### src/rtl/inst_mem_ctrl_pkg.sv
// inst_mem_ctrl_pkg: shared FSM states and fetch counter sizing for the instruction memory controller.
package inst_mem_ctrl_pkg;
   typedef enum logic [1:0] {IDLE, FETCH, DONE} state_e;
   localparam int CNT_W      = 3;
   localparam int WORD_BYTES = 4;
endpackage

### src/rtl/inst_mem_ctrl_icache_array.sv
// inst_mem_ctrl_icache_array: direct-mapped one-word-per-line storage, combinational read, synchronous fill.
module inst_mem_ctrl_icache_array
   import inst_mem_ctrl_pkg::*;
#(
   parameter int INDEX_W = 7,
   parameter int TAG_W   = 23
) (
   input  logic               clk,
   input  logic               rst,
   input  logic [INDEX_W-1:0] rd_idx_i,
   output logic               rd_valid_o,
   output logic [TAG_W-1:0]   rd_tag_o,
   output logic [31:0]        rd_data_o,
   input  logic               wr_en_i,
   input  logic [INDEX_W-1:0] wr_idx_i,
   input  logic [TAG_W-1:0]   wr_tag_i,
   input  logic [31:0]        wr_data_i
);
   localparam int LINES = 2**INDEX_W;
   logic [LINES-1:0] valid_q;
   logic [TAG_W-1:0] tag_q  [LINES];
   logic [31:0]      data_q [LINES];
   assign rd_valid_o = valid_q[rd_idx_i];
   assign rd_tag_o   = tag_q[rd_idx_i];
   assign rd_data_o  = data_q[rd_idx_i];
   always_ff @(posedge clk) begin
      if (rst) valid_q <= '0;
      else if (wr_en_i) valid_q[wr_idx_i] <= 1'b1;
   end
   // tag/data need no reset: valid gates every read
   always_ff @(posedge clk) begin
      if (wr_en_i) begin
         tag_q[wr_idx_i]  <= wr_tag_i;
         data_q[wr_idx_i] <= wr_data_i;
      end
   end
endmodule

### src/rtl/inst_mem_ctrl.sv
// inst_mem_ctrl: fetch responder; cache hit same cycle, else 4 byte RAM reads assembled little-endian.
// Optional I-cache enabled by defining ICACHE_EN; without it every fetch goes to RAM.
module inst_mem_ctrl
   import inst_mem_ctrl_pkg::*;
#(
   parameter int INDEX_W = 7,
   parameter int RAM_AW  = 17
) (
   input  logic              clk,
   input  logic              rst,
   input  logic              instEn,
   input  logic [31:0]       instAddr,
   output logic              hit,
   output logic [31:0]       cacheInst,
   output logic              memInstOutEn,
   output logic [31:0]       memInst,
   output logic              ramReq,
   output logic [RAM_AW-1:0] ramAddr,
   input  logic              ramGrant,
   input  logic [7:0]        ramData
);
   localparam int TAG_W = 32 - INDEX_W - 2;
   state_e           state_q, state_d;
   logic [31:0]      addr_q, addr_d, word_q, word_d, mem_inst_q, mem_inst_d;
   logic [CNT_W-1:0] issued_q, issued_d;
   logic [1:0]       recv_q, recv_d, pend_k_q, pend_k_d;
   logic             pend_q, pend_d, fill;
   logic             unused_bits;
   assign unused_bits  = ^{addr_q[31:RAM_AW], addr_q[1:0]};
   assign memInstOutEn = state_q == DONE;
   assign memInst      = mem_inst_q;
`ifdef ICACHE_EN
   logic             rd_valid;
   logic [TAG_W-1:0] rd_tag;
   inst_mem_ctrl_icache_array #(.INDEX_W(INDEX_W), .TAG_W(TAG_W)) u_array (
      .clk        (clk),
      .rst        (rst),
      .rd_idx_i   (instAddr[INDEX_W+1:2]),
      .rd_valid_o (rd_valid),
      .rd_tag_o   (rd_tag),
      .rd_data_o  (cacheInst),
      .wr_en_i    (fill),
      .wr_idx_i   (addr_q[INDEX_W+1:2]),
      .wr_tag_i   (addr_q[31:INDEX_W+2]),
      .wr_data_i  (word_d)
   );
   assign hit = state_q == IDLE && instEn && rd_valid && rd_tag == instAddr[31:INDEX_W+2];
`else
   assign hit       = 1'b0;
   assign cacheInst = '0;
`endif
   always_comb begin
      state_d    = state_q;
      addr_d     = addr_q;
      issued_d   = issued_q;
      recv_d     = recv_q;
      pend_d     = 1'b0;
      pend_k_d   = pend_k_q;
      word_d     = word_q;
      mem_inst_d = mem_inst_q;
      fill       = 1'b0;
      ramReq     = state_q == FETCH && issued_q < CNT_W'(WORD_BYTES);
      ramAddr    = ramReq ? {addr_q[RAM_AW-1:2], 2'b00} + RAM_AW'(issued_q) : '0;
      case (state_q)
         IDLE: if (instEn && !hit) begin
            addr_d   = instAddr;
            issued_d = '0;
            recv_d   = '0;
            state_d  = FETCH;
         end
         FETCH: begin
            if (ramReq && ramGrant) begin
               issued_d = issued_q + 1'b1;
               pend_d   = 1'b1;
               pend_k_d = issued_q[1:0];
            end
            // byte granted last cycle arrives now, regardless of this cycle's grant
            if (pend_q) begin
               word_d[8*pend_k_q +: 8] = ramData;
               recv_d = recv_q + 1'b1;
               if (recv_q == 2'd3) begin
                  fill       = 1'b1;
                  mem_inst_d = word_d;
                  state_d    = DONE;
               end
            end
         end
         default: state_d = IDLE;
      endcase
   end
   always_ff @(posedge clk) begin
      if (rst) begin
         state_q    <= IDLE;
         addr_q     <= '0;
         issued_q   <= '0;
         recv_q     <= '0;
         pend_q     <= 1'b0;
         pend_k_q   <= '0;
         word_q     <= '0;
         mem_inst_q <= '0;
      end else begin
         state_q    <= state_d;
         addr_q     <= addr_d;
         issued_q   <= issued_d;
         recv_q     <= recv_d;
         pend_q     <= pend_d;
         pend_k_q   <= pend_k_d;
         word_q     <= word_d;
         mem_inst_q <= mem_inst_d;
      end
   end
endmodule

### config.mk
export PLATFORM = sky130hd
export DESIGN_NAME = inst_mem_ctrl
export DESIGN_NICKNAME = d
export VERILOG_FILES = /design/src/rtl/inst_mem_ctrl_pkg.sv /design/src/rtl/inst_mem_ctrl_icache_array.sv /design/src/rtl/inst_mem_ctrl.sv
export SDC_FILE = /design/constraint.sdc
export NUM_CORES = 1
export LEC_CHECK = 0
export ABC_AREA = 1
export BUFFER_PORTS_ARGS = -buffer_cell sky130_fd_sc_hd__buf_4
export CAP_MARGIN = 20
export CORE_MARGIN = 3
export CORE_UTILIZATION = 45
export CTS_BUF_LIST = sky130_fd_sc_hd__clkbuf_8 sky130_fd_sc_hd__clkbuf_16
export DETAILED_ROUTE_END_ITERATION = 6
export GPL_TIMING_DRIVEN = 0
export MAX_ROUTING_LAYER = met4
export PLACE_DENSITY = 0.73
export SYNTH_ARGS = -nofsm -noshare
export SYNTH_HDL_FRONTEND = slang
export SYNTH_SLANG_ARGS = --single-unit
### constraint.sdc
create_clock -name clk -period 1.7 [get_ports clk]
set_input_delay 0.34 -clock clk [delete_from_list [all_inputs] [get_ports clk]]
set_output_delay 0.34 -clock clk [all_outputs]
set_load 0.005 [all_outputs]
* After elaboration in Yosys (flattened, before gate mapping)
Index checks and enable logic that the tools add are counted.
** Word-level totals
- Input bits :: 44
- Output and inout port bits :: 84
- Word-level logic and storage cells :: 48
- Bits in registers :: 91
** Operators by class
- Reductions and logical operators :: 12
- Equal/unequal tests :: 7
- Order comparisons :: 1
- Shift operators :: 2
- Bitwise gates (word level) :: 1
- Mux-type cells :: 13
- $add $sub $neg :: 4
** Operators with widths (count)
- negation 5 -> 34 bit :: 1
- variable shift 8 x 34 -> 32 bit, first input constant :: 1
- indexed part select 8 x 34 -> 32 bit :: 1
- bitwise mux 32 bit :: 1
- adder 17 x 3 -> 17 bit :: 1
- 2-to-1 mux 17 bit :: 1
- AND reduction 3 bit :: 4
- 2-to-1 mux 2 bit :: 5
- one-hot mux 2 bit (2 select lines) :: 2
- 2-to-1 mux 3 bit :: 2
- one-hot mux 3 bit (2 select lines) :: 1
- AND reduction 2 bit :: 3
- equality test 2 bit, second input constant :: 2
- != test 2 x 1 -> 1 bit, second input constant :: 2
- != test 2 bit, second input constant :: 2
- adder 3 x 1 -> 3 bit, second input constant :: 1
- < comparator 3 bit, second input constant :: 1
- adder 2 x 1 -> 2 bit, second input constant :: 1
- equality test 2 x 1 -> 1 bit, second input constant :: 1
- logical AND 1 bit :: 2
- logical NOT 2 bit :: 1
- nonzero test 2 bit :: 1
- OR reduction 2 bit :: 1
- 2-to-1 mux 1 bit :: 1
- inverter 1 bit :: 1

* Depth between registers and ports, before layout
- Word-level depth :: 5
- Depth in mapped cells :: 11
- Depth with buffers taken out :: 10

* Worst setup path after synthesis
Ideal clock, no wire load.
- Path kind :: register to register
- From :: reg pend_k_q[0]
- To :: reg mem_inst_q[15] (netlist: memInst[15])
- Stages on the path, launching flop included :: 11
- Required time :: 1644 ps
- Setup slack :: -49 ps
- Clock period less this slack :: 1749 ps
- Arrival time :: 1693 ps
- Setup time :: 56 ps
- Path buffers :: 1
- Cell sequence :: dfxtp_1 buf_2 inv_1 ha_1 inv_1 nor2_8 nand2_1 or2_2 nand3_1 nand2_1 inv_1
** Between the ends
- Longest elaborated chain between the ends :: 3
- Elaborated cells on any way between the ends :: 4
- Those cells by class :: add/sub (1); shift (2); mux (1)
** Ends and longest elaborated chain
- start, declared :: RTL line inst_mem_ctrl.sv:26 : logic [1:0] recv_q, recv_d, pend_k_q, pend_k_d;
- start signal, assigned :: RTL line inst_mem_ctrl.sv:107 : pend_k_q <= pend_k_d;
- negation 5 -> 34 bit (*) :: RTL line inst_mem_ctrl.sv:79 : word_d[8*pend_k_q +: 8] = ramData;
- indexed part select 8 x 34 -> 32 bit or variable shift 8 x 34 -> 32 bit (tied branches) :: RTL line inst_mem_ctrl.sv:79
- bitwise mux 32 bit (*) :: RTL line inst_mem_ctrl.sv:79
- end signal, assigned :: RTL line inst_mem_ctrl.sv:109 : mem_inst_q <= mem_inst_d;
- end, declared :: RTL line inst_mem_ctrl.sv:24 : logic [31:0] addr_q, addr_d, word_q, word_d, mem_inst_q, mem_inst_d;
Every way passes the cells marked *; elsewhere a longest branch is shown, timed or not.
A chain may end at the register's enable or synchronous reset.

* Worst setup path in the final report
- From :: reg addr_q[2]
- To :: out ramAddr[12]
** Between the ends
- Longest elaborated chain between the ends :: 2
** Ends and longest elaborated chain
- start, declared :: RTL line inst_mem_ctrl.sv:24
- start signal, assigned :: RTL line inst_mem_ctrl.sv:103 : addr_q <= addr_d;
- adder 17 x 3 -> 17 bit :: RTL line inst_mem_ctrl.sv:63 : ramAddr = ramReq ? {addr_q[RAM_AW-1:2], 2'b00} + RAM_AW'(issued_q) : '0;
- 2-to-1 mux 17 bit :: RTL line inst_mem_ctrl.sv:63
- end, declared :: RTL line inst_mem_ctrl.sv:18 : output logic [RAM_AW-1:0] ramAddr,
Every way passes these cells.

==> run metrics <==
RSZ-0062 raised after global routing=yes; Iter 0 DRT Violations=261; Synth area leader=dfxtp_1; GP Congestion=0.872; Reg-to-Reg Start=pend_k_q[1]$_SDFFE_PP0P_; main area contributors after synthesis=dfxtp_1 40%, nand2_1 12%, nor2_1 7.9%, a21oi_1 6.7%, buf_4 5.8%; R2R depth=9; GR Overflow Total=0; detailed-route DRC error count=0; via count of the first global-routing pass=4260; Crit Path Max Fanout=4; CTS tree=built; Hold Path Depth=3; worst min path class=in -> reg; # port buffers=76; core area=0.00946 mm²; DP Cell Count=893; Max VDD drop=0.404 mV; total number of yosys warnings=0; max frequency=477 MHz; clk root buf=clkbuf_8; number of max-cap violations=0; row count=35; ant diodes=0; Synth cell types=26; final antenna-violating net count=0; Chip Width=106 µm; DRT Wirelength=13300 µm; synthesis-to-layout area growth=36.8%; clock buffer depth=2; Worst Setup SP=addr_q[2]$_SDFFE_PP0P_; total CTS buffers=9; worst path bufs/invs=2; Lkg Pwr=2.80 nW; Synth top cells by count=144 x nand2_1, 95 x nor2_1, 89 x dfxtp_1; critical path startpoint category=register; FF-to-FF setup slack=0.03 ns; clk_skew=0.00995 ns; overall power consumption=4.33 mW; worst skew pair latency=0.36 ns; Boundary Pins=128; most instantiated library cell after synthesis=nand2_1; fin. max-slew vios=0; Initial DRT Pass Iterations=5; Crit-path slowest cell=dfxtp_2; HPWL Detailed=9060 µm; per-cell routed wire length=14.2 µm; crit path cell chain=ha_4 -> ha_4 -> nand2_4 -> nor2_4 -> nand2_2 -> inv_2 -> nand2_2 -> nand2_1 -> nand2_1 -> nor2_2 -> buf_4; failing checks=negative setup slack; share of layout cells above drive strength 1=30.0%; total track usage=22.7%; Post-Syn Area=0.00450 mm²; H-tree levels=3; top cell family by delay on the critical path=simple AND/OR/NAND/NOR gates; Yosys top cell area share=39.6%; Critical Path End Type=output port; Post-layout nets=856; critical path required time=1.36 ns; CP max stage delay=0.37 ns; hold_ws=0.228 ns; Final min period=2.09 ns; Min-Delay Startpoint=instAddr[3]; Synth Register Bits=89; register area share after synthesis=39.6%; Post-synth EDFFs=0; Cells after Synth=656; P per Cell Area=703 mW/mm²; Fillers=823; die area=0.0112 mm²; Initial Utilization=47.6%; Worst slew margin=64.6%; Critical Path AT=1.75 ns; critical path class=reg -> out; clock-pin slew on the worst setup and hold paths=0.09 ns; Synth async-reset ratio=0%; measured slew at the worst slew-check pin=0.531 ns; first-pass GRT wire length=20300 µm; initial antenna violation count=0; Die Ht=106 µm; Tcrit/Tclk final=123%; Setup WS post-layout=-0.395 ns; worst reg2reg path endpoint=memInst[20]$_SDFFE_PP0P_; routed vias=4750; fin cells=937; largest net degree at the start of global routing=16; Final Hold Fails=0; Setup-failing EPs final=15; most common flop cell mapped by yosys=dfxtp_1; Synth Area per Inst=6.86 µm²; Clock Sinks=89; status=finished with violations; Endpoint, Worst Hold=addr_q[3]$_SDFFE_PP0P_; mean number of vias per cell=5.07
worst register-to-register path: cells and delay by family, from the launching register on:
kind	cells	cell delay (ns)
fa+ha+maj	1	0.34
buf+inv	4	0.38
flops	1	0.44
simple gates	4	0.47
per-layer routing:
metal  wire [µm]  track usage (%)  part of all wire [%]
met2        6340             36.5                    48
met3         893             3.46                   6.7
met1        5780             29.1                    44
met5           0                -                     0
met4         259             8.05                   2.0
worst max-delay path by stage:
stage / cells past startpoint / slack, ns / to
floorplan: 10 / 0.009 / memInst[15]$_SDFFE_PP0P_
global route: 11 / -0.51 / ramAddr[12]
detailed placement: 11 / -0.30 / ramAddr[12]
finish: 11 / -0.39 / ramAddr[12]
global placement: 10 / -0.23 / memInst[31]$_SDFFE_PP0P_
CTS: 11 / -0.40 / ramAddr[12]
power breakdown:
part | switching [mW] | total (mW) | internal (mW)
clock network | 0.813 | 1.58 | 0.768
logic | 0.318 | 0.566 | 0.248
registers | 0.0492 | 2.18 | 2.13
total | 1.18 | 4.33 | 3.15
cell families after synthesis:
family                   Yosys count  share of synthesized area (%)
AND/OR/NAND/NOR                  305                           28.8
AO/OA/AOI/OAI                    128                           15.0
buffers and inverters            124                           14.0
flip-flops                        89                           39.6
adder cells (fa/ha/maj)            9                           2.50
other                              1                         0.0833
timing repair:
| item | CTS | global route |
|---|---|---|
| hold buffers | 0 | 0 |
| gates resized for setup | 58 | 57 |
| buffers inserted | 14 | 15 |
| pin swaps | 18 | 24 |
| gates cloned | 0 | 1 |
| endpoints found under the setup margin | 82 | 77 |
layout make-up:
class	count	area [µm²]	area share (%)
Buffer	61	424	6.89
Clock buffer	11	151	2.46
Clock inverter	5	62.6	1.02
Inverter	61	251	4.08
Multi-Input combinational cell	475	2470	40.1
Sequential cell	89	1800	29.2
Tap cell	129	161	2.62
Timing Repair Buffer	106	843	13.7
layout by cell type (no fill, tap or decap), types with 2 or more instances in the layout:
master	instances
a21oi_1	56
a21oi_2	4
a31oi_1	8
buf_2	7
buf_4	131
buf_6	10
buf_8	2
clkbuf_1	11
clkbuf_2	4
clkbuf_8	11
clkinvlp_4	4
conb_1	33
dfxtp_1	81
dfxtp_2	6
dfxtp_4	2
ha_1	4
ha_4	4
inv_1	48
inv_2	6
inv_4	4
inv_6	2
nand2_1	137
nand2_2	3
nand2_4	4
nand3_1	25
nand3_2	6
nand3_4	2
nand4_1	19
nor2_1	83
nor2_2	6
nor2_4	9
o21a_1	9
o21ai_0	46
o21ai_1	2
o21ai_2	2
or2_1	3
or2_4	5
state kept, by name, indices dropped and copies added, names as in the netlist:
signal    count
pend_q        1
state_q       2
addr_q       15
memInst      32
word_q       32
issued_q      3
pend_k_q      2
recv_q        2
per-stage QoR:
step	setup WS (ns)	utilization, %	cell area, µm²	TNS, ns
2_1_floorplan	0.00926	-	4630	0
3_3_place_gp	-0.230	56.7	5360	-8.79
3_5_place_dp	-0.298	56.7	5360	-13.22
4_1_cts	-0.402	61.9	5850	-3.75
5_1_grt	-0.505	65.1	6160	-6.36
6_report	-0.395	65.1	6160	-4.38
Power figures use the tool's default switching activity.
